==> config.mk <==
export PLATFORM = sky130hd
export DESIGN_NAME = pipe_arbiter
export DESIGN_NICKNAME = d
export VERILOG_FILES = /design/src/rtl/pipe_arbiter_pkg.sv /design/src/rtl/rr_arbiter.sv /design/src/rtl/pipe_arbiter.sv
export SDC_FILE = /design/constraint.sdc
export NUM_CORES = 1
export LEC_CHECK = 0
export CAP_MARGIN = 15
export CORE_AREA = 10 10 167 169
export CTS_BUF_LIST = sky130_fd_sc_hd__clkbuf_2 sky130_fd_sc_hd__clkbuf_4 sky130_fd_sc_hd__clkbuf_8
export DETAILED_ROUTE_END_ITERATION = 6
export DIE_AREA = 0 0 177 179
export DONT_BUFFER_PORTS = 1
export PLACE_DENSITY = 0.44
export SLEW_MARGIN = 25
export SYNTH_ARGS = -nofsm -noshare
export SYNTH_HDL_FRONTEND = slang
export SYNTH_SLANG_ARGS = --single-unit
==> constraint.sdc <==
create_clock -name clk -period 4.7 [get_ports clk]
set_input_delay 0.94 -clock clk [delete_from_list [all_inputs] [get_ports clk]]
set_output_delay 0.94 -clock clk [all_outputs]
set_load 0.005 [all_outputs]
==> src/rtl/pipe_arbiter_pkg.sv <==
// Shared types for the arbitrated 3-stage arithmetic pipeline: defaults, tag record, FSM encodings.
// Tag id is sized for the largest supported requester count (8).
package pipe_arbiter_pkg;

  localparam int N_DEF   = 20;
  localparam int LAT_DEF = 3;
  localparam int IDW     = 3;

  typedef struct packed {
    logic           vld;
    logic [IDW-1:0] id;
  } tag_t;

  localparam logic [1:0] ST_RUN    = 2'd0;
  localparam logic [1:0] ST_DRAIN  = 2'd1;
  localparam logic [1:0] ST_HALTED = 2'd2;

endpackage

==> src/rtl/rr_arbiter.sv <==
// Round-robin arbiter: combinational one-hot grant searching upward from a registered pointer.
// Zero latency grant; the pointer moves past the winner only when a grant is issued.
module rr_arbiter #(
  parameter  int NREQ = 4,
  localparam int IW   = (NREQ > 1) ? $clog2(NREQ) : 1
) (
  input  logic            clk,
  input  logic            rst_n,
  input  logic            en,
  input  logic [NREQ-1:0] req,
  output logic [NREQ-1:0] gnt,
  output logic [IW-1:0]   gnt_idx,
  output logic            gnt_vld
);

  logic [IW-1:0] ptr;

  always_comb begin : search
    int            j;
    logic [IW-1:0] jj;
    j       = 0;
    jj      = '0;
    gnt     = '0;
    gnt_idx = '0;
    gnt_vld = 1'b0;
    for (int k = 0; k < NREQ; k++) begin
      j = int'(ptr) + k;
      if (j >= NREQ) j = j - NREQ;
      jj = IW'(j);
      if (en && !gnt_vld && req[jj]) begin
        gnt_vld  = 1'b1;
        gnt[jj]  = 1'b1;
        gnt_idx  = jj;
      end
    end
  end

  always_ff @(posedge clk or negedge rst_n) begin
    if (!rst_n) begin
      ptr <= '0;
    end else if (gnt_vld) begin
      ptr <= (gnt_idx == IW'(NREQ - 1)) ? '0 : gnt_idx + IW'(1);
    end
  end

endmodule

==> src/rtl/pipe_arbiter.sv <==
// Shares one fixed-latency, non-stalling arithmetic pipeline between NREQ requesters.
// Result returns LAT edges after issue as a one-hot rsp pulse; halt stops issue and drains.
module pipe_arbiter
  import pipe_arbiter_pkg::*;
#(
  parameter  int N    = N_DEF,
  parameter  int NREQ = 4,
  parameter  int LAT  = LAT_DEF,
  localparam int TW   = $clog2(NREQ),
  localparam int CW   = $clog2(LAT + 1)
) (
  input  logic            clk,
  input  logic            rst_n,
  input  logic [NREQ-1:0] req_valid,
  output logic [NREQ-1:0] req_ready,
  input  logic [NREQ*N-1:0] req_a,
  input  logic [NREQ*N-1:0] req_b,
  input  logic [NREQ*N-1:0] req_c,
  input  logic [NREQ*N-1:0] req_d,
  input  logic            halt,
  output logic [N-1:0]    pipe_a,
  output logic [N-1:0]    pipe_b,
  output logic [N-1:0]    pipe_c,
  output logic [N-1:0]    pipe_d,
  input  logic [N-1:0]    pipe_f,
  output logic [NREQ-1:0] rsp_valid,
  output logic [N-1:0]    rsp_data,
  output logic [CW-1:0]   inflight,
  output logic            halted
);

  logic [1:0]      state, state_nxt;
  tag_t            tag_q [LAT];
  tag_t            tag_in;
  logic [NREQ-1:0] gnt;
  logic [TW-1:0]   gnt_idx;
  logic            gnt_vld;
  logic            issue_en;
  logic            any_tag;
  logic [CW-1:0]   cnt_nxt;

  // Halt is checked combinationally so the cycle it rises never issues.
  assign issue_en  = rst_n && (state == ST_RUN) && !halt;
  assign req_ready = gnt;

  rr_arbiter #(.NREQ(NREQ)) u_rr (
    .clk     (clk),
    .rst_n   (rst_n),
    .en      (issue_en),
    .req     (req_valid),
    .gnt     (gnt),
    .gnt_idx (gnt_idx),
    .gnt_vld (gnt_vld)
  );

  always_comb begin
    tag_in.vld = gnt_vld;
    tag_in.id  = IDW'(gnt_idx);
  end

  always_comb begin
    any_tag = 1'b0;
    for (int k = 0; k < LAT; k++) any_tag = any_tag | tag_q[k].vld;
  end

  // Occupancy after this edge: the new slot plus everything not retiring.
  always_comb begin
    cnt_nxt = CW'(gnt_vld);
    for (int k = 0; k < LAT - 1; k++) cnt_nxt = cnt_nxt + CW'(tag_q[k].vld);
  end

  always_comb begin
    state_nxt = state;
    case (state)
      ST_RUN:    if (halt) state_nxt = ST_DRAIN;
      ST_DRAIN:  if (!halt) state_nxt = ST_RUN;
                 else if (!any_tag) state_nxt = ST_HALTED;
      ST_HALTED: if (!halt) state_nxt = ST_RUN;
      default:   state_nxt = ST_RUN;
    endcase
  end

  always_ff @(posedge clk or negedge rst_n) begin
    if (!rst_n) begin
      state     <= ST_RUN;
      halted    <= 1'b0;
      pipe_a    <= '0;
      pipe_b    <= '0;
      pipe_c    <= '0;
      pipe_d    <= '0;
      rsp_valid <= '0;
      rsp_data  <= '0;
      inflight  <= '0;
      for (int k = 0; k < LAT; k++) tag_q[k] <= '0;
    end else begin
      state    <= state_nxt;
      halted   <= (state_nxt == ST_HALTED);
      inflight <= cnt_nxt;
      if (gnt_vld) begin
        pipe_a <= req_a[gnt_idx*N +: N];
        pipe_b <= req_b[gnt_idx*N +: N];
        pipe_c <= req_c[gnt_idx*N +: N];
        pipe_d <= req_d[gnt_idx*N +: N];
      end
      // The pipeline never stalls, so the tag line shifts every cycle.
      tag_q[0] <= tag_in;
      for (int k = 1; k < LAT; k++) tag_q[k] <= tag_q[k-1];
      if (tag_q[LAT-1].vld) begin
        rsp_data  <= pipe_f;
        rsp_valid <= NREQ'(1) << tag_q[LAT-1].id;
      end else begin
        rsp_valid <= '0;
      end
    end
  end

endmodule

; ---- Word level (Yosys, flattened, before mapping)
; Index checks and enable logic that the tools add are counted.
[classes]
addsub = 10
multipliers = 1
n_lt_le_gt_ge = 12
eq_ne = 4
shifts = 5
mux = 39
bitwise = 5
n_reduce_logical = 18
[op_table]
columns = op, n
row1 = 80-bit by 8-bit indexed part select with 20-bit output, 4
row2 = 2-bit two-way mux, 13
row3 = 4-bit two-way mux, 5
row4 = 1-bit logical AND, 13
row5 = "2-bit by 3-bit less-than comparator with 1-bit output, second input constant", 4
row6 = 1-bit two-way mux, 12
row7 = 4-bit bitwise OR, 3
row8 = "3-bit >= comparator, second input constant", 3
row9 = 1-bit binary-select mux with 2-bit select, 4
row10 = 1-bit demux with 2-bit select, 4
row11 = "2-bit by 1-bit >= comparator with 1-bit output, second input constant", 4
row12 = "2-bit by 1-bit subtractor with 2-bit output, second input constant", 4
row13 = "2-bit by 2-bit adder with 3-bit output, second input constant", 2
row14 = "2-bit equality test, second input constant", 3
row15 = 2-bit case mux with 3 select lines, 1
row16 = "2-bit by 3-bit multiplier with 5-bit output, second input constant", 1
row17 = 1-bit zero test, 4
row18 = "1-bit by 2-bit left shift with 4-bit output, first input constant", 1
row19 = "2-bit by 1-bit adder with 3-bit output, second input constant", 1
row20 = "2-bit by 3-bit >= comparator with 1-bit output, second input constant", 1
row21 = 1-bit by 1-bit adder with 2-bit output, 1
row22 = 2-bit by 1-bit adder with 2-bit output, 1
row23 = "2-bit by 1-bit adder with 2-bit output, second input constant", 1
row24 = "2-bit by 1-bit equality test with 1-bit output, second input constant", 1
row25 = other kinds (2), 3
[word_totals]
register_bits = 120
in_bits = 347
elab_cells = 110

; ---- Logic depth before layout (Yosys ltp)
; Gate-level depths: netlist (run 1).
[depth]
ltp_word = 20
depth_mapped = 13

; ---- Hierarchy
; Synthesis (run 1) repeated with hierarchy kept, for this count alone.
[unflattened]
cells_unflattened = 587
area_unflattened_um2 = 6975.4
[by_module_without_submodules]
columns = mod, n_inst, cells_each, area_per_inst_um2, seq_area_each_um2
row1 = pipe_arbiter, 1, 519, 6333.6, 2952.8
row2 = rr_arbiter, 1, 68, 641.9, 50.0

; ---- Worst setup path after synthesis (run 1)
; OpenSTA, ideal clock, no wires.
[synth_timing]
path_type = input -> output
start = input req_valid[1]
end = output req_ready[0]
arrival_ns = 2.407
required_ns = 3.760
path_slack_ns = 1.353
path_stages = 5
n_path_buf = 1
path_cell_list = clkbuf_2 -> mux4_2 -> or2_4 -> nor3_1 -> a221o_1
[synth_via]
elab_chain_len = 16
[synth_lines]
columns = item, line_no
row1 = start: declaration, pipe_arbiter.sv:14  ; input logic [NREQ-1:0] req_valid,
row2 = 1-bit binary-select mux with 2-bit select, rr_arbiter.sv:30  ; if (en && !gnt_vld && req[jj]) begin
row3 = 1-bit two-way mux (implied by the code), rr_arbiter.sv:30
row4 = 1-bit logical AND, rr_arbiter.sv:30
row5 = 1-bit two-way mux, rr_arbiter.sv:30
row6 = 1-bit zero test, rr_arbiter.sv:30
row7 = 1-bit logical AND (2 in series), rr_arbiter.sv:30
row8 = 1-bit two-way mux, rr_arbiter.sv:30
row9 = 1-bit zero test, rr_arbiter.sv:30
row10 = 1-bit logical AND (2 in series), rr_arbiter.sv:30
row11 = 1-bit two-way mux, rr_arbiter.sv:30
row12 = 1-bit zero test, rr_arbiter.sv:30
row13 = 1-bit logical AND (2 in series), rr_arbiter.sv:30
row14 = 4-bit two-way mux (*), rr_arbiter.sv:30
row15 = end: declaration, pipe_arbiter.sv:15  ; output logic [NREQ-1:0] req_ready,
; Every way passes the cells marked *; elsewhere a longest branch is shown, timed or not. The select of a mux whose other input is x is not followed.

; ---- Worst setup path after layout (run 1)
[layout_timing]
start = register u_rr.ptr[1]
end = output req_ready[2]
[layout_via]
elab_chain_len = 18
[layout_lines]
columns = item, line_no
row1 = start: declaration, rr_arbiter.sv:16  ; logic [IW-1:0] ptr;
row2 = start signal: assignment, rr_arbiter.sv:42  ; ptr <= (gnt_idx == IW'(NREQ - 1)) ? '0 : gnt_idx + IW'(1);
row3 = "parallel branches: the longest is 17 deep, another holds 2-bit by 1-bit adder with 3-bit output", n/a
row4 = 4-bit two-way mux (*), rr_arbiter.sv:30
; Mark *: on every way between the ends. The select of a mux whose other input is x is not followed.

==> impl_metrics.yaml, run 1 <==
outcome:
  status: "finished, final reports clean"
yosys:
  avgSynthCellArea_um2: 8.426
  ys_async_sr_fraction_pct: 100.0
  yosysTopAreaCell: "dfrtp_1"
  synthCells: 843
  synth_area_leaders: "dfrtp_1 42%, nor2_1 20%, o221a_2 10%"
  synthFlopType: "dfrtp_1"
  syn_nets: 1196
  ys_seq_area_share_pct: 42.28
  yosys_register_bits: 120
  synth_edf_count: 0
  synth_area_um2: 7103
  synth_top_area_share_pct: 42.28
  yosysUniqueCellTypes: 49
  yosysWarnings: 0
die:
  die_area_um2: 31680
  initial_core_util_pct: 28.70
  die_w_um: 177
  num_rows: 58
  io_pins: 458
  core_um2: 24750
  dieHeight_um: 179
global_routing:
  grt_max_degree: 123
  grt_pass1_vias: 6226
  grt_pass1_wl_mm: 40.17
  antenna_found_initial: 1
  grt_overflow_total: 0
  track_usage_pct: 16.62
detailed_routing:
  dr_total_vias: 6163
  via_per_inst: 5.378
  wl_mm: 28.40
  route.detailed.drc: 0
  first_pass_iters: 5
  drt-wirelength-per-cell_um: 24.78
  drt-initial-drc-count: 478
  antenna_left: 0
setup_path:
  crit_path_end: "req_ready[2]"
  cp-start-kind: "flop"
  criticalPathCategory: "flop to output pin"
  r2r.worst_path.cells: 9
  r2r_start: "u_rr.ptr[1]"
  slowest_delay_ns: 0.66
  path_max_fanout: 12
  critPathSlowestCell: "dfrtp_1"
  r2r-end: "pipe_d[1]"
  worstPathRequired_ns: 3.76
  reg2reg_setup_slack_ns: 1.18
  setup.worst_path.start: "u_rr.ptr[1]"
  cp.arrival_ns: 3.00
  endpoint_kind: "output pin"
  path_cells: "inv_1 -> ha_1 -> mux4_2 -> or2_4 -> nor3_1 -> a221o_1"
placed_design:
  post-place-cells: 1113
  portBuffers: 0
  gp_congestion: 0.8401
  place_ws_ns: 1.170
  hpwl_mm: 21.47
clocking:
  max-clock-path-buffers: 2
  cts_tree: "yes"
  root_buffer: "clkbuf_8"
  cts_buffers: 17
  htree_levels: 4
  post_cts_resized: 0
  cts_hold_buf: 0
  clkLatencyLatePin_ns: 0.44
  path_clk_slew_ns: 0.09
  cts_sinks: 120
  post_cts_buffers: 0
timing:
  tightest_slew_ns: 1.091
  hold_ws_ns: 0.1818
  slew_violations: 0
  finalSetupViolCount: 0
  hold_viol_final: 0
  setup_tns_ns: 0
  period_needed_ns: 3.944
  slew_headroom_pct: 27.24
  fin_worst_skew_ns: 0.01779
  fin_crit_sh_pct: 83.92
  worst_slack_ns: 0.7556
  fmax_ghz: 0.2535
  grt_setup_unrepaired: "false"
power:
  p_leak_uw: 0.003077
  total_power_uw: 4844
  ir_drop_uv: 258.0
  cellPowerDensity_nw_per_um2: 624.2
cells_and_area:
  n_fill_cell: 2627
  fin_cells: 1146
  drive_above_1_share_pct: 18.04
  area_growth_pct: 9.265
  nNetsFinal: 1155
flow_run:
  cap_violations: 0
min_path:
  hold_path_class: "input pin to asynchronous set/reset pin"
## power breakdown
part,switching (µW),internal [µW],leakage (µW)
Combinational,1130,822,0.00150
Sequential,457,1440,0.00137
Clock,500,500,0.000203
Total,2090,2760,0.00308
## Yosys cell counts (3+ instances only)
library cell  count
and2_1           11
o221a_2          65
nand2_1           5
nor2_1          376
mux2i_1          13
a221o_1           4
a22oi_1           4
buf_2            13
o221a_1           6
ha_1              5
o21ai_0          63
inv_1             9
a211oi_1         10
dfrtp_1         120
and3b_1           3
clkbuf_1         45
a21oi_1           5
buf_6             9
mux2_2           21
o21ai_1          12
a211oi_2          8
## cell type report
| type | instances | area (µm²) | share of cell area [%] |
|---|---|---|---|
| multi-input combinational | 644 | 3754 | 48.36 |
| sequential | 120 | 3004 | 38.71 |
| tap | 330 | 412.9 | 5.320 |
| clock buffer | 18 | 247.7 | 3.192 |
| clock inverter | 14 | 161.4 | 2.080 |
| timing repair buffer | 10 | 145.1 | 1.870 |
| inverter | 9 | 33.78 | 0.4353 |
| antenna | 1 | 2.502 | 0.03224 |
## logic make-up (layout without fill, tap and decap cells)
family | count (synthesis) | after routing | share of synthesized area (%)
buf+inv | 79 | 51 | 5.372
flops | 120 | 120 | 42.28
compound gates | 186 | 186 | 21.61
simple gates | 416 | 416 | 23.78
mux | 36 | 36 | 5.795
fa+ha+maj | 6 | 6 | 1.163
other cells | 0 | 1 | 0
## cells in the final DEF (no fill, tap or decap), types with 8 or more instances in the layout
cell,synthesis,layout
clkbuf_8,0,18
a211oi_2,8,8
and2_1,11,11
dfrtp_1,120,119
mux2i_1,13,13
inv_1,9,9
o21ai_0,63,63
a211oi_1,10,10
o21ai_1,12,12
nor2_1,376,375
o221a_2,65,65
mux2_2,21,21
## flip-flops by register name (all words and copies together), names as in the netlist
| register | count |
|---|---|
| rsp_valid | 4 |
| inflight | 2 |
| pipe_b | 20 |
| state | 2 |
| tag_q | 9 |
| pipe_a | 20 |
| pipe_d | 20 |
| u_rr.ptr | 2 |
| halted | 1 |
| rsp_data | 20 |
| pipe_c | 20 |
## metal layers
layer  global-route usage [%]  up-vias  routed length [µm]
met4                    4.378        0                 351
li1                         -     2826                   -
met1                    19.32     3005               10830
met5                        0        -                   0
met3                    6.887       20                2919
met2                    27.70      312               14300
## worst max-delay path: cells and delay by family, from the launching register on
family / cells / cell delay, ns
mux: 1 / 0.36
fa+ha+maj: 1 / 0.50
flops: 1 / 0.66
simple gates: 2 / 0.64
buf+inv: 1 / 0.15
compound gates: 1 / 0.26
## how the worst min path moves through the flow
stage | from | endpoint | slack (ns) | cells after the start
4_1_cts | rst_n | pipe_c[4] | 0.14 | 0
6_report | rst_n | rsp_data[4] | 0.18 | 0
3_3_place_gp | tag_q[5] | tag_q[1] | 0.33 | 0
3_5_place_dp | tag_q[9] | tag_q[5] | 0.34 | 0
2_1_floorplan | tag_q[4] | tag_q[0] | 0.33 | 0
5_1_grt | rst_n | pipe_c[4] | 0.12 | 0
## through the flow
step	util [%]	instance area [µm²]
final	31.36	7761
after floorplan	-	7103
after detailed placement	29.69	7348
after CTS	31.35	7757
after global routing	31.35	7759
after global placement	29.58	7321
Power figures use the tool's default switching activity.
==> run 2: changes to the inputs <==
Clock period 4.7 ns to 4 ns, I/O delays scaled along.
==> impl_metrics.yaml, run 2 (synthesis gave the netlist of run 1 again) <==
outcome:
  status: "finished, final reports clean"
power:
  cellPowerDensity_nw_per_um2: 730.7
  total_power_uw: 5655
  ir_drop_uv: 253.1
  p_leak_uw: 0.003069
clocking:
  root_buffer: "clkbuf_8"
  max-clock-path-buffers: 2
  cts_tree: "yes"
  clkLatencyLatePin_ns: 0.42
  post_cts_buffers: 0
  post_cts_resized: 0
  cts_sinks: 120
  path_clk_slew_ns: 0.08
  htree_levels: 4
  cts_buffers: 17
  cts_hold_buf: 0
setup_path:
  cp-start-kind: "flop"
  endpoint_kind: "output pin"
  criticalPathCategory: "flop to output pin"
  worstPathRequired_ns: 3.20
  cp.arrival_ns: 2.59
  path_max_fanout: 11
detailed_routing:
  antenna_left: 0
  dr_total_vias: 6073
  via_per_inst: 5.290
  drt-wirelength-per-cell_um: 24.98
  first_pass_iters: 5
  route.detailed.drc: 0
  wl_mm: 28.67
  drt-initial-drc-count: 443
timing:
  tightest_slew_ns: 1.043
  worst_slack_ns: 0.6060
  grt_setup_unrepaired: "false"
  setup_tns_ns: 0
  fin_crit_sh_pct: 84.85
  fin_worst_skew_ns: 0.01192
  fmax_ghz: 0.2946
  slew_violations: 0
  period_needed_ns: 3.394
  hold_viol_final: 0
  finalSetupViolCount: 0
  slew_headroom_pct: 30.47
die:
  io_pins: 458
  die_w_um: 177
  num_rows: 58
  initial_core_util_pct: 28.70
  die_area_um2: 31680
  dieHeight_um: 179
  core_um2: 24750
cells_and_area:
  n_fill_cell: 2636
  area_growth_pct: 8.966
  multi_input_area_um2: 3754
  nNetsFinal: 1157
  final_common_cell: "nor2_1"
  final_cell_mix: "375 x nor2_1, 119 x dfrtp_1, 65 x o221a_2, 63 x o21ai_0, 21 x mux2_2"
  seqCellArea_um2: 3004
  drive_above_1_share_pct: 18.24
  fin_util_pct: 31.28
global_routing:
  grt_pass1_vias: 6385
  track_usage_pct: 16.89
  grt_max_degree: 123
  grt_pass1_wl_mm: 40.92
  grt_overflow_total: 0
  antenna_found_initial: 0
min_path:
  hold_path_class: "input pin to asynchronous set/reset pin"
placed_design:
  gp_congestion: 0.8392
  hpwl_mm: 21.77
  place_ws_ns: 0.9369
  portBuffers: 0
flow_run:
  cap_violations: 0
-- run 2: cell count changes in the layout (fill, tap and decap cells not counted), sizes merged --
cell    delta
inv        -6
clkinv     +6
buf        +2
-- run 2: power breakdown --
part           total (µW)  switching, µW  internal [µW]
logic                2320           1350            974
clock network        1120            553            565
registers            2220            525           1690
total                5660           2430           3230
-- run 2: metrics by stage --
stage / area (µm²) / cells / hold WS, ns
global placement: 7343 / 1115 / 0.3323
detailed placement: 7343 / 1115 / 0.3364
global route: 7737 / 1147 / 0.01226
floorplan: 7103 / 843 / 0.3312
CTS: 7736 / 1147 / 0.01638
finish: 7740 / 1148 / 0.06209
-- run 2: cell type report --
type / instances / share of cell area, %
timing repair buffer: 12 / 1.811
sequential: 120 / 38.81
multi-input combinational: 644 / 48.50
tap: 330 / 5.335
clock buffer: 18 / 3.120
inverter: 9 / 0.4365
clock inverter: 14 / 1.956
antenna: 1 / 0.03233
-- run 2: layer usage --
metal	part of all wire, %	global-route usage [%]	wire length, µm
met1	39	19.37	11220
met2	50	28.87	14460
met3	9.4	6.803	2694
met4	1.0	3.888	296
met5	0	0	0
-- run 2: path summary, 6_finish.rpt --
kind,slack [ns],cells after the start,endpoint,from
max reg2reg,1.13,9,pipe_d[1],u_rr.ptr[0]
min,0.06,0,rsp_data[4],rst_n
max in group asynchronous,3.69,0,pipe_c[19],rst_n
max,0.61,6,req_ready[1],u_rr.ptr[0]
min reg2reg,0.35,0,tag_q[4],tag_q[8]
min in group clk,0.35,0,tag_q[4],tag_q[8]
-- run 2: critical path: stages (launching register included) --
cell and delay (ns):
dfrtp_1 0.35, inv_1 0.07, ha_1 0.48, mux4_2 0.37
or2_4 0.26, nor3_1 0.39, a221o_1 0.26
